[src/rtl/cpu_pkg.sv]
// Shared definitions for the multicycle MIPS-subset control path:
// opcode constants, datapath mux encodings, the 4-bit sequencer state
// enum and the bundled control word driven by multicycle_ctr.
package cpu_pkg;

    // Instruction opcodes (IR[31:26])
    localparam logic [5:0] OP_RTYPE = 6'b000000;
    localparam logic [5:0] OP_LW    = 6'b100011;
    localparam logic [5:0] OP_SW    = 6'b101011;
    localparam logic [5:0] OP_BEQ   = 6'b000100;
    localparam logic [5:0] OP_J     = 6'b000010;
    localparam logic [5:0] OP_ADDI  = 6'b001000;

    // ALU operation requested from aluCtr
    localparam logic [1:0] ALU_OP_ADD   = 2'b00;
    localparam logic [1:0] ALU_OP_SUB   = 2'b01;
    localparam logic [1:0] ALU_OP_FUNCT = 2'b10;

    // ALU B-operand select
    localparam logic [1:0] SRC_B_REG      = 2'b00;
    localparam logic [1:0] SRC_B_FOUR     = 2'b01;
    localparam logic [1:0] SRC_B_SEXT     = 2'b10;
    localparam logic [1:0] SRC_B_SEXT_SH2 = 2'b11;

    // Next-PC select
    localparam logic [1:0] PC_SRC_ALU    = 2'b00;
    localparam logic [1:0] PC_SRC_ALUOUT = 2'b01;
    localparam logic [1:0] PC_SRC_JUMP   = 2'b10;

    // Sequencer states; the codes are visible on state_out for LED debug
    typedef enum logic [3:0] {
        S_FETCH   = 4'd0,
        S_DECODE  = 4'd1,
        S_MEM_ADR = 4'd2,
        S_MEM_RD  = 4'd3,
        S_MEM_WB  = 4'd4,
        S_MEM_WR  = 4'd5,
        S_EXEC    = 4'd6,
        S_ALU_WB  = 4'd7,
        S_BRANCH  = 4'd8,
        S_JUMP    = 4'd9,
        S_ADDI_EX = 4'd10,
        S_ADDI_WB = 4'd11
    } state_e;

    // Every datapath control plus the end-of-instruction pulse
    typedef struct packed {
        logic       pc_write;
        logic       pc_write_cond;
        logic       ir_write;
        logic       i_or_d;
        logic       mem_read;
        logic       mem_write;
        logic       mem_to_reg;
        logic       reg_dst;
        logic       reg_write;
        logic       alu_src_a;
        logic [1:0] alu_src_b;
        logic [1:0] alu_op;
        logic [1:0] pc_source;
        logic       instr_done;
    } ctrl_t;

    // States that hold the shared memory port and wait on mem_ready
    function automatic logic is_mem_state(input state_e s);
        return (s == S_FETCH) || (s == S_MEM_RD) || (s == S_MEM_WR);
    endfunction

endpackage

[src/rtl/mem_wait_timer.sv]
// Memory wait-state counter with bus timeout detection.
// Counts consecutive mem_ready=0 cycles while the sequencer sits in a
// memory state; timeout_o fires in the cycle the count has reached
// WAIT_LIMIT and memory is still not ready. WAIT_LIMIT=0 disables the
// timeout (the counter then saturates). Requires 2**CNT_W > WAIT_LIMIT.
module mem_wait_timer #(
    parameter int WAIT_LIMIT = 15,
    parameter int CNT_W      = 4
) (
    input  logic clk_i,
    input  logic rst_i,
    input  logic mem_state_i,
    input  logic mem_ready_i,
    output logic timeout_o
);

    localparam logic [CNT_W-1:0] LIMIT    = CNT_W'(WAIT_LIMIT);
    localparam bit               LIMIT_EN = (WAIT_LIMIT != 0);

    logic [CNT_W-1:0] cnt_q;
    logic [CNT_W-1:0] cnt_d;

    // Timeout: limit reached and memory still stalling this cycle
    always_comb begin
        timeout_o = LIMIT_EN && mem_state_i && !mem_ready_i && (cnt_q == LIMIT);
    end

    // Next count: advance on a stall, clear on completion, timeout or idle
    always_comb begin
        // NOTE: assigning a default first keeps this block purely combinational (no latch).
        cnt_d = '0;
        if (mem_state_i && !mem_ready_i && !timeout_o) begin
            cnt_d = (cnt_q == '1) ? cnt_q : cnt_q + 1'b1;
        end
    end

    // Counter register with synchronous reset
    always_ff @(posedge clk_i) begin
        // NOTE: non-blocking assignment so every register samples pre-edge values.
        if (rst_i) begin
            cnt_q <= '0;
        end else begin
            cnt_q <= cnt_d;
        end
    end

endmodule

[src/rtl/multicycle_ctr.sv]
// Multicycle control sequencer for the MIPS-subset datapath.
// Moore FSM over FETCH/DECODE/execute/write-back states, with Mealy gating
// of ir_write, pc_write and instr_done on the memory ready handshake.
// Tracks memory wait states (mem_wait_timer) and raises sticky bus_error
// on timeout and sticky illegal_op on unknown opcodes.
// Build option: define MULTI_CTR_ADDI_EN to add addi (ADDI_EX/ADDI_WB);
// without it opcode 001000 is illegal.
module multicycle_ctr
    import cpu_pkg::*;
#(
    parameter int WAIT_LIMIT = 15,
    parameter int CNT_W      = 4
) (
    input  logic       clock_in,
    input  logic       reset,
    input  logic [5:0] op_code,
    input  logic       mem_ready,
    output logic       pc_write,
    output logic       pc_write_cond,
    output logic       ir_write,
    output logic       i_or_d,
    output logic       mem_read,
    output logic       mem_write,
    output logic       mem_to_reg,
    output logic       reg_dst,
    output logic       reg_write,
    output logic       alu_src_a,
    output logic [1:0] alu_src_b,
    output logic [1:0] alu_op,
    output logic [1:0] pc_source,
    output logic       instr_done,
    output logic       illegal_op,
    output logic       bus_error,
    output logic [3:0] state_out
);

    state_e state_q, state_d;
    logic   illegal_op_q, illegal_op_d;
    logic   bus_error_q, bus_error_d;
    logic   timeout;
    ctrl_t  ctrl;

    mem_wait_timer #(
        .WAIT_LIMIT (WAIT_LIMIT),
        .CNT_W      (CNT_W)
    ) u_wait_timer (
        .clk_i       (clock_in),
        .rst_i       (reset),
        .mem_state_i (is_mem_state(state_q)),
        .mem_ready_i (mem_ready),
        .timeout_o   (timeout)
    );

    // State and sticky error flags; reset aborts any instruction in flight
    always_ff @(posedge clock_in) begin
        if (reset) begin
            state_q      <= S_FETCH;
            illegal_op_q <= 1'b0;
            bus_error_q  <= 1'b0;
        end else begin
            state_q      <= state_d;
            illegal_op_q <= illegal_op_d;
            bus_error_q  <= bus_error_d;
        end
    end

    // Next state: opcode dispatch, memory handshake and timeout recovery
    always_comb begin
        state_d      = state_q;
        illegal_op_d = illegal_op_q;
        bus_error_d  = bus_error_q;
        if (timeout) begin
            // Abandon the access; PC was not advanced so FETCH re-reads it
            state_d     = S_FETCH;
            bus_error_d = 1'b1;
        end else begin
            case (state_q)
                S_FETCH:   if (mem_ready) state_d = S_DECODE;
                S_DECODE: begin
                    case (op_code)
                        OP_RTYPE:     state_d = S_EXEC;
                        OP_LW, OP_SW: state_d = S_MEM_ADR;
                        OP_BEQ:       state_d = S_BRANCH;
                        OP_J:         state_d = S_JUMP;
`ifdef MULTI_CTR_ADDI_EN
                        OP_ADDI:      state_d = S_ADDI_EX;
`endif
                        default: begin
                            illegal_op_d = 1'b1;
                            state_d      = S_FETCH;
                        end
                    endcase
                end
                S_MEM_ADR: state_d = (op_code == OP_LW) ? S_MEM_RD : S_MEM_WR;
                S_MEM_RD:  if (mem_ready) state_d = S_MEM_WB;
                S_MEM_WR:  if (mem_ready) state_d = S_FETCH;
                S_MEM_WB:  state_d = S_FETCH;
                S_EXEC:    state_d = S_ALU_WB;
                S_ALU_WB:  state_d = S_FETCH;
                S_BRANCH:  state_d = S_FETCH;
                S_JUMP:    state_d = S_FETCH;
`ifdef MULTI_CTR_ADDI_EN
                S_ADDI_EX: state_d = S_ADDI_WB;
                S_ADDI_WB: state_d = S_FETCH;
`endif
                default:   state_d = S_FETCH;
            endcase
        end
    end

    // Control outputs per state, gated by mem_ready, timeout and reset
    always_comb begin
        ctrl = '0;
        case (state_q)
            S_FETCH: begin
                ctrl.mem_read  = 1'b1;
                ctrl.alu_src_b = SRC_B_FOUR;
                ctrl.alu_op    = ALU_OP_ADD;
                ctrl.pc_source = PC_SRC_ALU;
                ctrl.ir_write  = mem_ready;
                ctrl.pc_write  = mem_ready;
            end
            S_DECODE: begin
                ctrl.alu_src_b = SRC_B_SEXT_SH2;
                ctrl.alu_op    = ALU_OP_ADD;
            end
            S_MEM_ADR: begin
                ctrl.alu_src_a = 1'b1;
                ctrl.alu_src_b = SRC_B_SEXT;
                ctrl.alu_op    = ALU_OP_ADD;
            end
            S_MEM_RD: begin
                ctrl.mem_read = 1'b1;
                ctrl.i_or_d   = 1'b1;
            end
            S_MEM_WB: begin
                ctrl.reg_write  = 1'b1;
                ctrl.mem_to_reg = 1'b1;
                ctrl.reg_dst    = 1'b0;
                ctrl.instr_done = 1'b1;
            end
            S_MEM_WR: begin
                ctrl.mem_write  = 1'b1;
                ctrl.i_or_d     = 1'b1;
                ctrl.instr_done = mem_ready;
            end
            S_EXEC: begin
                ctrl.alu_src_a = 1'b1;
                ctrl.alu_src_b = SRC_B_REG;
                ctrl.alu_op    = ALU_OP_FUNCT;
            end
            S_ALU_WB: begin
                ctrl.reg_dst    = 1'b1;
                ctrl.reg_write  = 1'b1;
                ctrl.instr_done = 1'b1;
            end
            S_BRANCH: begin
                ctrl.alu_src_a     = 1'b1;
                ctrl.alu_op        = ALU_OP_SUB;
                ctrl.pc_write_cond = 1'b1;
                ctrl.pc_source     = PC_SRC_ALUOUT;
                ctrl.instr_done    = 1'b1;
            end
            S_JUMP: begin
                ctrl.pc_write   = 1'b1;
                ctrl.pc_source  = PC_SRC_JUMP;
                ctrl.instr_done = 1'b1;
            end
`ifdef MULTI_CTR_ADDI_EN
            S_ADDI_EX: begin
                ctrl.alu_src_a = 1'b1;
                ctrl.alu_src_b = SRC_B_SEXT;
                ctrl.alu_op    = ALU_OP_ADD;
            end
            S_ADDI_WB: begin
                ctrl.reg_dst    = 1'b0;
                ctrl.reg_write  = 1'b1;
                ctrl.mem_to_reg = 1'b0;
                ctrl.instr_done = 1'b1;
            end
`endif
            default: ctrl = '0;
        endcase
        // A timed-out access must not commit any architectural state
        if (timeout) begin
            ctrl.ir_write  = 1'b0;
            ctrl.pc_write  = 1'b0;
            ctrl.reg_write = 1'b0;
        end
        // Reset suppresses every control immediately, not one edge later
        if (reset) begin
            ctrl = '0;
        end
    end

    assign pc_write      = ctrl.pc_write;
    assign pc_write_cond = ctrl.pc_write_cond;
    assign ir_write      = ctrl.ir_write;
    assign i_or_d        = ctrl.i_or_d;
    assign mem_read      = ctrl.mem_read;
    assign mem_write     = ctrl.mem_write;
    assign mem_to_reg    = ctrl.mem_to_reg;
    assign reg_dst       = ctrl.reg_dst;
    assign reg_write     = ctrl.reg_write;
    assign alu_src_a     = ctrl.alu_src_a;
    assign alu_src_b     = ctrl.alu_src_b;
    assign alu_op        = ctrl.alu_op;
    assign pc_source     = ctrl.pc_source;
    assign instr_done    = ctrl.instr_done;
    assign illegal_op    = illegal_op_q;
    assign bus_error     = bus_error_q;
    assign state_out     = state_q;

endmodule

[config.mk]
export PLATFORM = sky130hd
export DESIGN_NAME = multicycle_ctr
export DESIGN_NICKNAME = d
export VERILOG_FILES = /design/src/rtl/cpu_pkg.sv /design/src/rtl/mem_wait_timer.sv /design/src/rtl/multicycle_ctr.sv
export SDC_FILE = /design/constraint.sdc
export NUM_CORES = 1
export LEC_CHECK = 0
export CORE_UTILIZATION = 44
export CTS_CLUSTER_SIZE = 30
export DETAILED_ROUTE_END_ITERATION = 6
export GPL_ROUTABILITY_DRIVEN = 0
export PLACE_DENSITY = 0.95
export RECOVER_POWER = 100
export SLEW_MARGIN = 25
export SYNTH_ARGS = -nofsm -noshare
export SYNTH_HDL_FRONTEND = slang
export SYNTH_SLANG_ARGS = --single-unit
export TNS_END_PERCENT = 1
[constraint.sdc]
create_clock -name clock_in -period 2.9 [get_ports clock_in]
set_clock_uncertainty 0.15 [all_clocks]
set_input_delay 0.29 -clock clock_in [delete_from_list [all_inputs] [get_ports clock_in]]
set_output_delay 0.29 -clock clock_in [all_outputs]
set_load 0.005 [all_outputs]
==> results.py <==
metrics = {
    "cells_and_area": {
        "multi_input_area_sq_um": 468,
        "final_util_pct": 70.6,
        "final_nets": 141,
        "finalNonFillerCells": 146,
        "fillCellCount": 119,
        "final_area_sq_um": 1080,
        "layout-drive-gt1-share_pct": 6.15,
        "n_antenna_cell": 0,
        "regArea_sq_um": 200,
        "area_growth_pct": 47.3,
    },
    "synthesis": {
        "ys_ff_latch": 10,
        "synth_cell_types": 36,
        "syn_area_sq_um": 731,
        "syn_area_per_cell_sq_um": 7.31,
        "syn_inst": 100,
        "yosys_warnings": 0,
        "seq_area_frac_synth_pct": 27.4,
        "synth_nets": 110,
    },
    "grt": {
        "track_usage_pct": 22.3,
        "grt_max_degree": 20,
        "gr-total-overflow": 0,
        "grt_first_pass_wirelength_mm": 3.10,
        "grt_pass1_vias": 744,
        "antenna_found_initial": 0,
    },
    "floorplanning": {
        "rows": 14,
        "dieArea_sq_um": 1830,
        "die_w_um": 42.8,
        "num_io_pins": 32,
        "start_util_pct": 47.9,
        "chipHeight_um": 42.8,
        "core-area_sq_um": 1520,
    },
    "critical_path": {
        "path_max_fanout": 11,
        "critPathRequiredTime_ns": 2.46,
        "worstSetupEndpointType": "output port",
        "worstPathArrival_ns": 2.17,
        "path_class": "input port to output port",
        "crit_path_start_kind": "input port",
        "slowest_stage": "dlygate4sd3_1",
        "reg2reg_depth": 4,
        "path_cells": "clkdlybuf4s50_1 > clkbuf_1 > nor2_1 > and3_1 > dlygate4sd3_1",
        "cpPeakStageDelay_ns": 0.57,
    },
    "sta": {
        "hold_viol": 0,
        "final_max_slew_viol_count": 0,
        "finalSetupTns_ns": 0,
        "worstMarginPinSlew_ns": 0.685,
        "rsz0062_at_grt": "no",
        "period_share_pct": 90.0,
        "finalSetupViolations": 0,
        "slew_headroom_pct": 53.7,
        "max_freq_ghz": 0.383,
        "period_minus_slack_ns": 2.61,
    },
    "detailed_routing": {
        "wl_per_cell_um": 12.9,
        "routed_wl_mm": 1.89,
        "drt-vias-per-instance": 5.87,
        "first_pass_iters": 4,
        "vias": 857,
        "drc_errors": 0,
        "drtIter0Drc": 27,
        "final_antenna_net_count": 0,
    },
    "place": {
        "io_buffers": 31,
        "placedCellCount": 142,
        "place_area_sq_um": 1040,
        "dp_hpwl_mm": 1.43,
    },
    "clock_tree": {
        "cts_tree": "built",
        "cts_max_level": 1,
        "post_cts_buffers": 0,
        "root_buffer": "clkbuf_4",
        "ctsResizeCount": 0,
        "insertion_delay_ns": 0.27,
        "clock_sinks": 10,
        "cts-hold-fix-buffers": 0,
        "ctsLongestPathBuffers": 2,
        "numCtsBuffers": 3,
        "clkTransAtPathRegs_ns": 0.07,
    },
    "run": {
        "cap_violations": 0,
    },
    "min_path": {
        "min_path_type": "flop to flop",
        "whs_path_depth": 2,
    },
    "pwr": {
        "vdd_drop_max_mv": 0.330,
        "leakagePower_uw": 0.000483,
        "power_uw": 339,
        "power_density_nw_per_um2": 315,
    },
    "outcome": {
        "outcome": "complete, no violations",
    },
}
==> final timing paths <==
path / startpoint / to / slack [ns]
max: reset / i_or_d / 0.29
min: bus_error / bus_error / 0.30
max reg2reg: state_out[0] / state_out[0] / 0.79
min reg2reg: bus_error / bus_error / 0.30
==> sequential cells by signal (all words and copies together) (netlist names) <==
name and cells:
state_out 4, illegal_op 1, bus_error 1, u_wait_timer.cnt_q 4
==> routing by layer <==
metal | vias to the layer above | part of all wire (%) | routed length [um] | GRT usage, %
met5 | - | 0 | 0 | 0
met4 | 0 | 1.1 | 20 | 7.50
met3 | 4 | 6.9 | 130 | 8.09
met2 | 38 | 49 | 930 | 34.8
met1 | 391 | 43 | 808 | 28.1
li1 | 424 | - | - | -
==> worst max-delay path, delay by kind of cell <==
family,cells,cell delay (ns)
simple gates,2,0.42
buf+inv,3,1.46
==> layout make-up <==
type,count,area share (%)
repair buffers,34,30.6
well taps,16,1.86
inverters,6,2.09
flip-flops and latches,10,18.6
multi-input cells,76,43.5
clock buffers,4,3.37
==> cell usage in the layout, fill, tap and decap left out, types with 4 or more instances in the layout <==
cell / synthesis / layout
dlygate4sd3_1: 0 / 21
clkdlybuf4s50_1: 0 / 10
a21oi_1: 4 / 4
inv_1: 6 / 6
dfxtp_1: 10 / 10
nor4_1: 6 / 6
nand3_1: 6 / 6
nor3_1: 4 / 4
nor2_1: 14 / 14
==> kinds of logic (layout without fill, tap and decap cells) <==
group,count (synthesis),after routing,synth area share (%)
flops,10,10,27.4
fa+ha+maj,1,1,1.71
simple gates,51,51,38.7
compound gates,19,19,17.6
xor+xnor,5,5,5.99
buf+inv,14,44,8.56
==> metrics by stage <==
stage                     hold slack, ns  worst slack [ns]
final                              0.300             0.291
after CTS                          0.304             0.379
after global routing               0.325             0.194
after detailed placement           0.290             0.558
after floorplan                    0.268              1.17
after global placement             0.280             0.585
==> power breakdown <==
| group | internal (uW) | switching, uW | total [uW] |
|---|---|---|---|
| Combinational | 35.9 | 27.3 | 63.1 |
| Sequential | 141 | 8.10 | 149 |
| Clock | 76.3 | 50.2 | 126 |
| Total | 254 | 85.5 | 339 |
==> synth_stat cells <==
cell type | count | area (sq um)
clkbuf_1 | 4 | 15.0
ha_1 | 1 | 12.5
clkbuf_2 | 1 | 5.00
or2_2 | 1 | 6.26
a21oi_1 | 4 | 20.0
and3b_1 | 1 | 8.76
nand3b_1 | 3 | 22.5
o31ai_1 | 2 | 15.0
nand2_1 | 3 | 11.3
a32o_1 | 1 | 10.0
xnor2_1 | 2 | 17.5
a31oi_1 | 3 | 18.8
or4_1 | 1 | 7.51
o21ai_0 | 1 | 5.00
o22ai_1 | 3 | 18.8
nor3b_1 | 1 | 7.51
buf_4 | 2 | 15.0
a211o_1 | 1 | 8.76
o211a_1 | 1 | 10.0
or4_4 | 1 | 11.3
nor2_1 | 14 | 52.6
a21boi_0 | 1 | 7.51
and2_1 | 1 | 6.26
dfxtp_1 | 10 | 200
a211oi_1 | 1 | 7.51
and3_1 | 3 | 18.8
nor2b_1 | 2 | 12.5
nor4b_1 | 2 | 17.5
nand2b_1 | 2 | 12.5
xor2_1 | 3 | 26.3
nand3_1 | 6 | 30.0
o21a_1 | 1 | 7.51
nor4_1 | 6 | 37.5
buf_2 | 1 | 5.00
inv_1 | 6 | 22.5
nor3_1 | 4 | 20.0
Power figures use the tool's default switching activity.
